File: src/rtl/id_ex_stage.sv
// ID/EX pipeline register with operand forwarding from EX/MEM and MEM/WB.
// Holds the decoded instruction for one cycle, resolves ALU operands
// combinationally against the two later stages, and counts inserted bubbles.
module id_ex_stage #(
   parameter int DATA_WIDTH = 32,
   parameter int REG_ADDR_W = 5
) (
   input  logic                  clk,
   input  logic                  rst_n,
   input  logic                  id_valid,
   input  logic [DATA_WIDTH-1:0] id_rs_data,
   input  logic [DATA_WIDTH-1:0] id_rt_data,
   input  logic [DATA_WIDTH-1:0] id_imm,
   input  logic [REG_ADDR_W-1:0] id_rs_addr,
   input  logic [REG_ADDR_W-1:0] id_rt_addr,
   input  logic [REG_ADDR_W-1:0] id_rd_addr,
   input  logic [3:0]            id_alu_ctrl,
   input  logic                  id_use_imm,
   input  logic                  id_reg_write,
   input  logic                  stall,
   input  logic                  flush,
   input  logic                  exmem_reg_write,
   input  logic [REG_ADDR_W-1:0] exmem_rd_addr,
   input  logic [DATA_WIDTH-1:0] exmem_result,
   input  logic                  memwb_reg_write,
   input  logic [REG_ADDR_W-1:0] memwb_rd_addr,
   input  logic [DATA_WIDTH-1:0] memwb_result,
   output logic [DATA_WIDTH-1:0] rega,
   output logic [DATA_WIDTH-1:0] regb,
   output logic [3:0]            control,
   output logic                  ex_valid,
   output logic                  ex_reg_write,
   output logic [REG_ADDR_W-1:0] ex_rd_addr,
   output logic [15:0]           bubble_cnt
);

   logic                  valid_q;
   logic                  reg_write_q;
   logic [REG_ADDR_W-1:0] rd_addr_q;
   logic [REG_ADDR_W-1:0] rs_addr_q;
   logic [REG_ADDR_W-1:0] rt_addr_q;
   logic [3:0]            ctrl_q;
   logic [DATA_WIDTH-1:0] rs_data_q;
   logic [DATA_WIDTH-1:0] rt_data_q;
   logic [DATA_WIDTH-1:0] imm_q;
   logic                  use_imm_q;
   logic [15:0]           bubble_cnt_q;

   logic [DATA_WIDTH-1:0] fwd_rs;
   logic [DATA_WIDTH-1:0] fwd_rt;
   logic                  load_bubble;

   // A bubble enters the stage on a flush, or when an empty slot advances.
   assign load_bubble = flush || (!stall && !id_valid);

   // Operand forwarding: the younger EX/MEM result wins over MEM/WB, and
   // register 0 is hard-wired so it is never forwarded.
   always_comb begin
      fwd_rs = rs_data_q;
      if (exmem_reg_write && (exmem_rd_addr == rs_addr_q) && (rs_addr_q != '0))
         fwd_rs = exmem_result;
      else if (memwb_reg_write && (memwb_rd_addr == rs_addr_q) && (rs_addr_q != '0))
         fwd_rs = memwb_result;

      fwd_rt = rt_data_q;
      if (exmem_reg_write && (exmem_rd_addr == rt_addr_q) && (rt_addr_q != '0))
         fwd_rt = exmem_result;
      else if (memwb_reg_write && (memwb_rd_addr == rt_addr_q) && (rt_addr_q != '0))
         fwd_rt = memwb_result;
   end

   // Pipeline register: reset clears, flush loads a bubble, stall holds the
   // instruction but re-captures forwarded operands so a retiring producer
   // is not lost, otherwise the decoded instruction advances.
   always_ff @(posedge clk) begin
      if (!rst_n) begin
         valid_q     <= 1'b0;
         reg_write_q <= 1'b0;
         rd_addr_q   <= '0;
         rs_addr_q   <= '0;
         rt_addr_q   <= '0;
         ctrl_q      <= '0;
         rs_data_q   <= '0;
         rt_data_q   <= '0;
         imm_q       <= '0;
         use_imm_q   <= 1'b0;
      end else if (flush) begin
         valid_q     <= 1'b0;
         reg_write_q <= 1'b0;
         rd_addr_q   <= '0;
         rs_addr_q   <= '0;
         rt_addr_q   <= '0;
         ctrl_q      <= '0;
         rs_data_q   <= '0;
         rt_data_q   <= '0;
         imm_q       <= '0;
         use_imm_q   <= 1'b0;
      end else if (stall) begin
         rs_data_q   <= fwd_rs;
         rt_data_q   <= fwd_rt;
      end else begin
         valid_q     <= id_valid;
         reg_write_q <= id_reg_write;
         rd_addr_q   <= id_rd_addr;
         rs_addr_q   <= id_rs_addr;
         rt_addr_q   <= id_rt_addr;
         ctrl_q      <= id_alu_ctrl;
         rs_data_q   <= id_rs_data;
         rt_data_q   <= id_rt_data;
         imm_q       <= id_imm;
         use_imm_q   <= id_use_imm;
      end
   end

   // Saturating count of bubble cycles inserted into the stage.
   always_ff @(posedge clk) begin
      if (!rst_n)
         bubble_cnt_q <= '0;
      else if (load_bubble && (bubble_cnt_q != 16'hFFFF))
         bubble_cnt_q <= bubble_cnt_q + 16'd1;
   end

   assign rega         = fwd_rs;
   assign regb         = use_imm_q ? imm_q : fwd_rt;
   assign control      = ctrl_q;
   assign ex_valid     = valid_q;
   assign ex_reg_write = reg_write_q && valid_q;
   assign ex_rd_addr   = rd_addr_q;
   assign bubble_cnt   = bubble_cnt_q;

endmodule

File: config.mk
export PLATFORM = sky130hd
export DESIGN_NAME = id_ex_stage
export DESIGN_NICKNAME = d
export VERILOG_FILES = /design/src/rtl/id_ex_stage.sv
export SDC_FILE = /design/constraint.sdc
export NUM_CORES = 1
export LEC_CHECK = 0
export CORE_ASPECT_RATIO = 0.8
export CORE_UTILIZATION = 30
export CTS_CLUSTER_DIAMETER = 60
export DETAILED_ROUTE_END_ITERATION = 7
export PLACE_DENSITY = 0.6
export SYNTH_ARGS = -nofsm -noshare
export SYNTH_HDL_FRONTEND = slang
export SYNTH_SLANG_ARGS = --single-unit
export TNS_END_PERCENT = 50
File: constraint.sdc
create_clock -name clk -period 2.4 [get_ports clk]
set_input_delay 0.48 -clock clk [delete_from_list [all_inputs] [get_ports clk]]
set_output_delay 0.48 -clock clk [all_outputs]
set_load 0.01 [all_outputs]
* Word-level counts from Yosys, hierarchy flattened
Index checks and enable logic that the tools add are counted.
** Storage, ports and cells
- Input port bits :: 198
- Register bits :: 134
- Word-level logic and storage cells :: 42
- Output and inout port bits :: 91
** Operators by class
- Add/sub/neg operators :: 1
- Bitwise operators :: 1
- Equal/unequal tests :: 5
- Reductions and logical operators :: 17
- Muxes and demuxes :: 7
** Operators by type and width (count)
- $mux W32 :: 7
- $eq A5 B5 Y1 :: 4
- $add A16 B1 Y16 const B :: 1
- $ne A16 B16 Y1 const B :: 1
- $logic_and A1 B1 Y1 :: 11
- $reduce_bool A5 Y1 :: 2
- $logic_not A1 Y1 :: 2
- $reduce_or A2 Y1 :: 1
- $logic_or A1 B1 Y1 :: 1
- $not A1 Y1 :: 1

* Longest topological paths before layout
Gate-level depths: netlist (run 1).
- Depth in word-level cells :: 6
- Depth in mapped cells :: 7
- Mapped depth without buffers :: 6

* Worst setup path after synthesis (run 1)
OpenSTA, ideal clock, no wires.
- Kind :: input to output
- Start :: input memwb_rd_addr[3]
- End :: output regb[10]
- Stages :: 6
- Setup slack :: 0.004 ns
- Arrival :: 1.916 ns
- Required time :: 1.920 ns
- Path buffers :: 1
- Path through :: xor2_1 -> nor4_4 -> a21boi_2 -> buf_4 -> a221oi_2 -> o31ai_1
** Between the ends
- Cells in the longest elaborated chain, start to end :: 6
** RTL lines
- start, declared :: RTL line 26 : input logic [REG_ADDR_W-1:0] memwb_rd_addr,
- $eq A5 B5 Y1 :: RTL line 68 : else if (memwb_reg_write && (memwb_rd_addr == rt_addr_q) && (rt_addr_q != '0))
- $logic_and A1 B1 Y1 (2 in a row) :: RTL line 68
- $mux W32 :: RTL line 68
- $mux W32 :: RTL line 66 : if (exmem_reg_write && (exmem_rd_addr == rt_addr_q) && (rt_addr_q != '0))
- $mux W32 :: RTL line 124 : assign regb = use_imm_q ? imm_q : fwd_rt;
- end, declared :: RTL line 29 : output logic [DATA_WIDTH-1:0] regb,
No other way between the ends.

* Final worst setup path (run 1)
- Start :: register rt_addr_q[0]
- End :: output regb[26]
** Between the ends
- Cells in the longest elaborated chain, start to end :: 6
- Elaborated cells on any way between the ends :: 10
- Classes of those cells :: eq/ne: 2; mux: 3; reduce/logical: 5
** RTL lines
- start, declared :: RTL line 41 : logic [REG_ADDR_W-1:0] rt_addr_q;
- start signal, assigned :: RTL line 106 : rt_addr_q <= id_rt_addr;
- $eq A5 B5 Y1 :: RTL line 68
- $logic_and A1 B1 Y1 (2 in a row) :: RTL line 68
- $mux W32 :: RTL line 68
- $mux W32 (*) :: RTL line 66
- $mux W32 (*) :: RTL line 124
Mark *: on every way between the ends. The rest lies on a longest branch, timed or not.

==> results of run 1 <==
## sequential cells by signal, indices dropped and copies added (netlist names)
| signal | flops |
|---|---|
| bubble_cnt | 16 |
| control | 4 |
| ex_rd_addr | 5 |
| ex_valid | 1 |
| imm_q | 32 |
| reg_write_q | 1 |
| rs_addr_q | 5 |
| rs_data_q | 32 |
| rt_addr_q | 5 |
| rt_data_q | 32 |
| use_imm_q | 1 |
## cell families (layout without fill, tap and decap cells)
group / after synthesis / in the layout / synth area share
buffers and inverters: 97 / 491 / 0.0576
flip-flops: 134 / 134 / 0.342
multiplexers: 87 / 87 / 0.111
other: 0 / 1 / 0
XOR/XNOR: 23 / 23 / 0.0257
AO/OA/AOI/OAI: 222 / 222 / 0.241
AND/OR/NAND/NOR: 337 / 337 / 0.221
adder cells (fa/ha/maj): 1 / 1 / 0.00159
## per-stage QoR
step	instances	instance area, um^2	utilization	setup slack [ns]
global placement	1563	11900	0.468	-1.15
finish	1647	13800	0.541	-0.514
floorplan	901	7840	-	0.00373
detailed placement	1563	11900	0.468	-1.13
global route	1646	13800	0.541	-0.594
CTS	1626	13100	0.515	-0.594
## where the power goes
group	switching [mW]	total, mW	leakage, nW	internal (mW)
clock	1.06	2.93	0.316	1.86
combinational	0.545	1.23	4.22	0.689
sequential	0.0509	2.35	1.10	2.29
total	1.66	6.50	5.63	4.85
## timing repair
| item | 4_1_cts | 5_1_grt |
|---|---|---|
| setup endpoints to repair | 64 | 64 |
| endpoints found under the hold margin | 0 | 0 |
| setup buffers | 22 | 18 |
| cloned | 10 | 7 |
| pin swaps | 57 | 35 |
| gates resized for setup | 322 | 129 |
## worst paths after layout
kind	slack, ns	cells after the start	endpoint	start
worst max-delay path	-0.51	9	regb[26]	rt_addr_q[0]
worst min-delay path	0.48	3	imm_q[28]	stall
worst max register to register	0.22	7	rs_data_q[11]	rs_addr_q[0]
worst min register to register	0.49	2	control[3]	control[3]
## layout make-up
type | count | area (um^2)
clock inverter | 13 | 204
fill | 2337 | 11700
antenna | 1 | 2.50
timing repair buffer | 456 | 4590
clock buffer | 18 | 439
sequential | 134 | 2700
multi-input combinational | 670 | 5420
tap | 351 | 439
inverter | 4 | 15.0
## layer usage
metal	part of all wire	up-vias
li1	-	4178
met1	0.45	4273
met2	0.45	408
met3	0.075	44
met4	0.017	2
met5	0.00041	-
## worst reg2reg max path: cells and delay by family, from the launching register on
family                 cells  cell delay (ns)
buffers and inverters      3             0.66
AOI/OAI and AO/OA          2             0.57
and+or+nand+nor            2             0.53
DFF                        1             0.32
## Yosys cell counts, types with 20 or more instances
cell type  instances  area, um^2
a21oi_1           38         190
a22oi_1           28         210
clkbuf_1          59         221
xor2_1            20         175
and3_1            32         200
nand3_1           42         210
a221oi_2          22         330
nand3b_1          64         480
nor2_1           124         465
nand2_1           46         173
o31ai_1           21         158
dfxtp_1          134        2680
mux2i_1           87         871
o221ai_1          64         561
==> impl_metrics.json, run 1 <==
{
  "status": "finished with violations",
  "violations": "negative setup slack",
  "synthCells": 901,
  "worst_ep_required_time_ns": 1.92,
  "path_delay_family": "buffers and inverters",
  "drv_cap": 0,
  "path_cells": "xor2_4 > nor4_4 > a21boi_4 > buf_12 > buf_12 > buf_6 > a221oi_2 > o31ai_2 > buf_2",
  "hold_buffers": 0,
  "grt_setup_unrepaired": "true",
  "synthesis.area_mm2": 0.00784,
  "irDropWorstVdd_v": 0.000407,
  "area_delta_synth_final_pct": 76.1,
  "powerDensity_mw_per_mm2": 471,
  "hpwl_um": 21700,
  "cts_sinks": 134,
  "crit_fanout": 6,
  "top_usage_layer": "met2",
  "holdWs_ns": 0.479,
  "crit_top_cell": "buf_12",
  "drt_pre_antenna_iters": 5,
  "place_congestion": 0.859,
  "yosysSeqAreaShare": 0.342,
  "period_minus_slack_ns": 2.91,
  "cts.reportedPaths.clkPinSlew_ns": 0.06,
  "grt_pass1_vias": 8762,
  "tightest_slew_ns": 0.600,
  "track_usage": 0.244,
  "start_util": 0.308,
  "clock_path_buffers": 2,
  "die_h_um": 147,
  "cp-end-kind": "primary output",
  "cts-root-buf": "clkbuf_16",
  "p_leak_nw": 5.63,
  "syn_avg_cell_area_um2": 8.71,
  "crit_arrival_ns": 2.43,
  "cts_tree": "done",
  "antenna_found_initial": 2,
  "synth-edff-count": 0,
  "synth_cell_types": 51,
  "setup-tns-final_ns": -27.25,
  "met1_usage": 0.320,
  "setup_viol": 64,
  "routed_wirelength_um": 34400,
  "num_io_pins": 289,
  "cts_made_buffers": 17,
  "crit_slowest_cell": "dfxtp_4",
  "first_iter_violations": 614,
  "grt_max_degree": 85,
  "num_rows": 52,
  "synth_warnings": 0,
  "drive_gt1_frac": 0.318,
  "globalRouteOverflowTotal": 0,
  "cts.htree.levels": 4,
  "groute.layer.met2.usage": 0.392,
  "slew_viol_final": 0,
  "finalHoldViolCount": 0,
  "ant_nets": 0,
  "via_per_inst": 5.41,
  "via_count": 8905,
  "clk_latency_ns": 0.43,
  "async_flop_share": 0,
  "design.core.area_mm2": 0.0255,
  "grtUsageMet3": 0.0616,
  "layout_common_cells": "214 x clkdlybuf4s50_1, 125 x dfxtp_1, 106 x nor2_1",
  "synth-seq-cells": 134,
  "drc_errors": 0,
  "period_share": 1.21,
  "final_common_cell": "clkdlybuf4s50_1",
  "slowest_delay_ns": 0.39,
  "hp-class": "input port to flop",
  "io_buffers": 288,
  "synthFlopType": "dfxtp_1",
  "critPathBufInv": 4,
  "relSlewSlack": 0.600,
  "dieArea_mm2": 0.0268,
  "finalPower_mw": 6.50,
  "worstSetupPathType": "flop to primary output",
  "final_nets": 1482,
  "skew_ns": 0.0194,
  "finalWorstSetupSlack_ns": -0.514,
  "fmax_ghz": 0.343,
  "grt_pass1_wl_um": 50200,
  "wire_per_inst_um": 20.9,
  "syn_nets": 1100,
  "die_x_um": 183,
  "worstSetupStartpointType": "flop"
}
No activity file was read; power rests on OpenSTA's default activity.
==> run 2: changes to the inputs <==
Clock period 2.4 ns to 2.98 ns, I/O delays scaled along.
==> impl_metrics.json, run 2 (same netlist as run 1, synthesis figures left out) <==
{
  "design_area_mm2": 0.0132,
  "violations": "negative setup slack",
  "path_cells": "or3_4 > o311a_4 > nand2_4 > buf_12 > buf_6 > a221oi_2 > o31ai_2 > buf_2",
  "first_iter_violations": 562,
  "finalHoldViolCount": 0,
  "grt_max_degree": 153,
  "hpwl_um": 21600,
  "power_frac_comb": 0.192,
  "finalWorstSetupSlack_ns": -0.0726,
  "drt_pre_antenna_iters": 5,
  "tightest_slew_ns": 0.792,
  "holdWs_ns": 0.497,
  "power.net_switching_mw": 1.36,
  "design.core.area_mm2": 0.0255,
  "cts_tree": "done",
  "slew_viol_final": 0,
  "cts.htree.levels": 4,
  "status": "finished with violations",
  "p_leak_nw": 5.37,
  "worstSetupStartpointType": "flop",
  "layout_common_cells": "213 x clkdlybuf4s50_1, 127 x dfxtp_1, 114 x nor2_1",
  "drc_errors": 0,
  "crit_arrival_ns": 2.46,
  "fillers": 2406,
  "p_int_mw": 3.56,
  "clk_latency_ns": 0.43,
  "setup-tns-final_ns": -0.636,
  "worstSetupPathType": "flop to primary output",
  "place_congestion": 0.850,
  "cp-end-kind": "primary output",
  "relSlewSlack": 0.472,
  "grt_pass1_vias": 8657,
  "powerDensity_mw_per_mm2": 371,
  "grt_pass1_wl_um": 50000,
  "wire_per_inst_um": 20.7,
  "setup_viol": 16,
  "crit_slowest_cell": "o311a_4",
  "dp_slack_ns": -0.934,
  "clock_path_buffers": 2,
  "path_delay_family": "compound AO/OA/AOI/OAI gates",
  "final_nets": 1446,
  "dieArea_mm2": 0.0268,
  "final_common_cell": "clkdlybuf4s50_1",
  "critPathBufInv": 3,
  "via_count": 8751,
  "place_area_mm2": 0.0117,
  "area_delta_synth_final_pct": 68.6,
  "period_minus_slack_ns": 3.05,
  "via_per_inst": 5.43,
  "drv_cap": 0,
  "track_usage": 0.242,
  "skew_ns": 0.0121,
  "drive_gt1_frac": 0.285,
  "hold_buffers": 0,
  "num_io_pins": 289,
  "largest_registers": "imm_q (32), rs_data_q (32), rt_data_q (32)",
  "irDropWorstVdd_v": 0.000356,
  "io_buffers": 288,
  "cts_made_buffers": 17,
  "ant_nets": 0,
  "fmax_ghz": 0.328,
  "grt_setup_unrepaired": "true",
  "die_h_um": 147,
  "hp-class": "flop to flop",
  "clkPwrFrac": 0.423,
  "start_util": 0.308,
  "switching_share": 0.276,
  "worst_ep_required_time_ns": 2.38,
  "routed_wirelength_um": 33400,
  "slowest_delay_ns": 0.40,
  "antenna_found_initial": 2,
  "cts_sinks": 134,
  "globalRouteOverflowTotal": 0,
  "crit_fanout": 6,
  "cts.reportedPaths.clkPinSlew_ns": 0.07,
  "die_x_um": 183,
  "period_share": 1.02,
  "num_rows": 52,
  "power_frac_seq": 0.385,
  "cts-root-buf": "clkbuf_16"
}
-- run 2: cell types whose count changed in the layout (fill, tap and decap cells not counted), moves of 6 or more --
cell / previous run / this run
a21oi_1: 18 / 25
a21oi_2: 19 / 13
buf_12: 33 / 24
buf_4: 95 / 76
buf_6: 27 / 20
clkbuf_2: 2 / 8
dlygate4sd2_1: 7 / 0
nor2_1: 106 / 114
-- run 2: cell type report --
cell class                 count  area (um^2)  share of cell area
multi-input combinational    670         5330               0.403
antenna                        1         2.50            0.000189
clock inverter                12          120             0.00908
tap                          351          439              0.0332
timing repair buffer         420         4180               0.316
inverter                       4         15.0             0.00114
sequential                   134         2700               0.204
clock buffer                  20          447              0.0338
-- run 2: final timing paths --
kind,startpoint,endpoint,slack [ns],cells past startpoint
worst max-delay path,rt_addr_q[0],regb[29],-0.07,8
worst min-delay path,imm_q[10],imm_q[10],0.50,2
worst max register to register,bubble_cnt[0],bubble_cnt[0],0.65,7
worst min register to register,imm_q[10],imm_q[10],0.50,2
-- run 2: per-layer routing --
layer	wire length, um	part of all wire	vias to the layer above	GRT usage
met5	17	0.00051	-	0
li1	-	-	4113	-
met3	2570	0.077	44	0.0626
met4	547	0.016	2	0.0563
met2	15200	0.46	425	0.388
met1	15000	0.45	4167	0.324
-- run 2: worst register-to-register path, stage by stage (launching register included) --
cell and delay [ns]:
dfxtp_1 0.44, ha_1 0.31, and2_1 0.18, nand4_1 0.19, o21ai_1 0.66, buf_4 0.26
xor2_1 0.14, nor2_1 0.05
-- run 2: timing repair --
action	CTS	global route
pin swaps	68	29
buffers inserted	23	15
setup endpoints to repair	64	61
gates resized for setup	355	69
gates cloned	7	5
-- run 2: power groups by stage --
stage / Combinational [mW] / Clock, mW / Sequential [mW]
2_1_floorplan: 0.352 / 0 / 1.92
3_3_place_gp: 0.894 / 0 / 1.92
3_5_place_dp: 0.897 / 0 / 1.92
4_1_cts: 0.918 / 2.12 / 1.89
5_1_grt: 1.00 / 2.20 / 1.90
6_report: 0.945 / 2.08 / 1.89
-- run 2: through the flow --
stage / utilization / cells / power [mW]
floorplan: - / 901 / 2.27
global placement: 0.457 / 1530 / 2.82
detailed placement: 0.457 / 1530 / 2.82
CTS: 0.502 / 1592 / 4.93
global route: 0.518 / 1611 / 5.10
finish: 0.519 / 1612 / 4.91
==> run 3: changes to the inputs <==
Settings changed: GPL_TIMING_DRIVEN set to 0.
==> impl_metrics.json, run 3 (same netlist as run 1, synthesis figures left out) <==
{
  "clock_path_buffers": 2,
  "finalHoldViolCount": 0,
  "via_per_inst": 5.55,
  "worst_ep_required_time_ns": 2.38,
  "finalWorstSetupSlack_ns": -0.147,
  "design.core.area_mm2": 0.0255,
  "track_usage": 0.274,
  "relSlewSlack": 0.449,
  "first_iter_violations": 847,
  "grt_pass1_vias": 8884,
  "powerDensity_mw_per_mm2": 375,
  "drive_gt1_frac": 0.256,
  "area_delta_synth_final_pct": 70.1,
  "status": "finished with violations",
  "cts.htree.levels": 4,
  "num_rows": 52,
  "crit_slowest_cell": "a221oi_4",
  "finish.utilization": 0.523,
  "cp-end-kind": "primary output",
  "dieArea_mm2": 0.0268,
  "final_nets": 1459,
  "irDropWorstVdd_v": 0.000317,
  "crit_top_cell": "buf_12",
  "skew_ns": 0.0110,
  "start_util": 0.308,
  "design_area_mm2": 0.0133,
  "path_cells": "clkdlybuf4s15_1 > xor2_2 > nor4_4 > buf_4 > buf_12 > nand2_4 > buf_12 > buf_12 > a221oi_4 > o31ai_2 > buf_2",
  "largest_registers": "imm_q (32), rs_data_q (32), rt_data_q (32)",
  "worstSetupStartpointType": "input port",
  "layout_common_cells": "214 x clkdlybuf4s50_1, 125 x dfxtp_1, 116 x nor2_1",
  "cts_sinks": 134,
  "p_leak_nw": 5.14,
  "cts.reportedPaths.clkPinSlew_ns": 0.06,
  "setup_viol": 42,
  "holdWs_ns": 0.494,
  "ant_nets": 0,
  "worstSetupPathType": "input port to primary output",
  "dp_slack_ns": -1.23,
  "grt_pass1_wl_um": 55400,
  "antenna_found_initial": 3,
  "tightest_slew_ns": 0.827,
  "hpwl_um": 26400,
  "num_io_pins": 289,
  "violations": "negative setup slack",
  "period_share": 1.05,
  "wire_per_inst_um": 22.9,
  "drc_errors": 0,
  "die_h_um": 147,
  "fmax_ghz": 0.320,
  "cts_made_buffers": 17,
  "finalPower_mw": 5.01,
  "slowest_delay_ns": 0.34,
  "hp-class": "flop to flop",
  "via_count": 9010,
  "drt_pre_antenna_iters": 7,
  "cts-root-buf": "clkbuf_16",
  "final_common_cell": "clkdlybuf4s50_1",
  "routed_wirelength_um": 37100,
  "crit_arrival_ns": 2.53,
  "globalRouteOverflowTotal": 0,
  "cts_tree": "done",
  "grt_setup_unrepaired": "true",
  "crit_fanout": 7,
  "drv_cap": 0,
  "place_area_mm2": 0.0112,
  "period_minus_slack_ns": 3.13,
  "place_congestion": 0.824,
  "slew_viol_final": 0,
  "grt_max_degree": 17,
  "io_buffers": 287,
  "clk_latency_ns": 0.43,
  "die_x_um": 183
}
==> run 3: path summary, 6_finish.rpt <==
kind / from / to / slack, ns / cells after the start
setup / recovery: memwb_rd_addr[4] / regb[10] / -0.15 / 11
hold reg to reg: imm_q[0] / imm_q[0] / 0.49 / 2
setup reg to reg: rs_addr_q[2] / rs_data_q[8] / 0.33 / 8
hold / removal: imm_q[0] / imm_q[0] / 0.49 / 2
==> run 3: routing by layer <==
metal,track usage,wire length (um),share of wire
met5,0,29,0.00078
met2,0.417,16100,0.43
met4,0.0629,583,0.016
met3,0.0664,3380,0.091
met1,0.388,17000,0.46
==> run 3: final cells by class <==
class	count	area, um^2
inverter	4	15.0
timing repair buffer	341	3220
antenna	1	2.50
tap	351	439
sequential	134	2710
clock buffer	20	457
clock inverter	11	125
multi-input combinational	670	5660
buffer	92	719
fill	2367	12200
==> run 3: what timing repair did <==
item	4_1_cts	5_1_grt
endpoints found under the setup margin	64	76
setup buffers	30	18
pin swaps	61	32
hold buffers	0	0
gates cloned	6	1
resized for setup	457	80
==> run 3: report_power, final <==
| part | internal (mW) | switching, mW |
|---|---|---|
| sequential | 1.85 | 0.0468 |
| clock | 1.28 | 0.866 |
| combinational | 0.511 | 0.464 |
| total | 3.63 | 1.38 |
==> run 3: critical path, delay by kind of cell <==
family	cells	cell delay, ns
buffers and inverters	6	1.00
AO/OA/AOI/OAI	2	0.45
AND/OR/NAND/NOR	2	0.31
XOR/XNOR	1	0.18
==> run 3: metrics by stage <==
step                TNS (ns)  cells
floorplan                  0    901
global placement      -80.43   1539
detailed placement    -85.86   1539
CTS                    -4.03   1605
global route           -6.39   1623
finish                 -2.85   1624
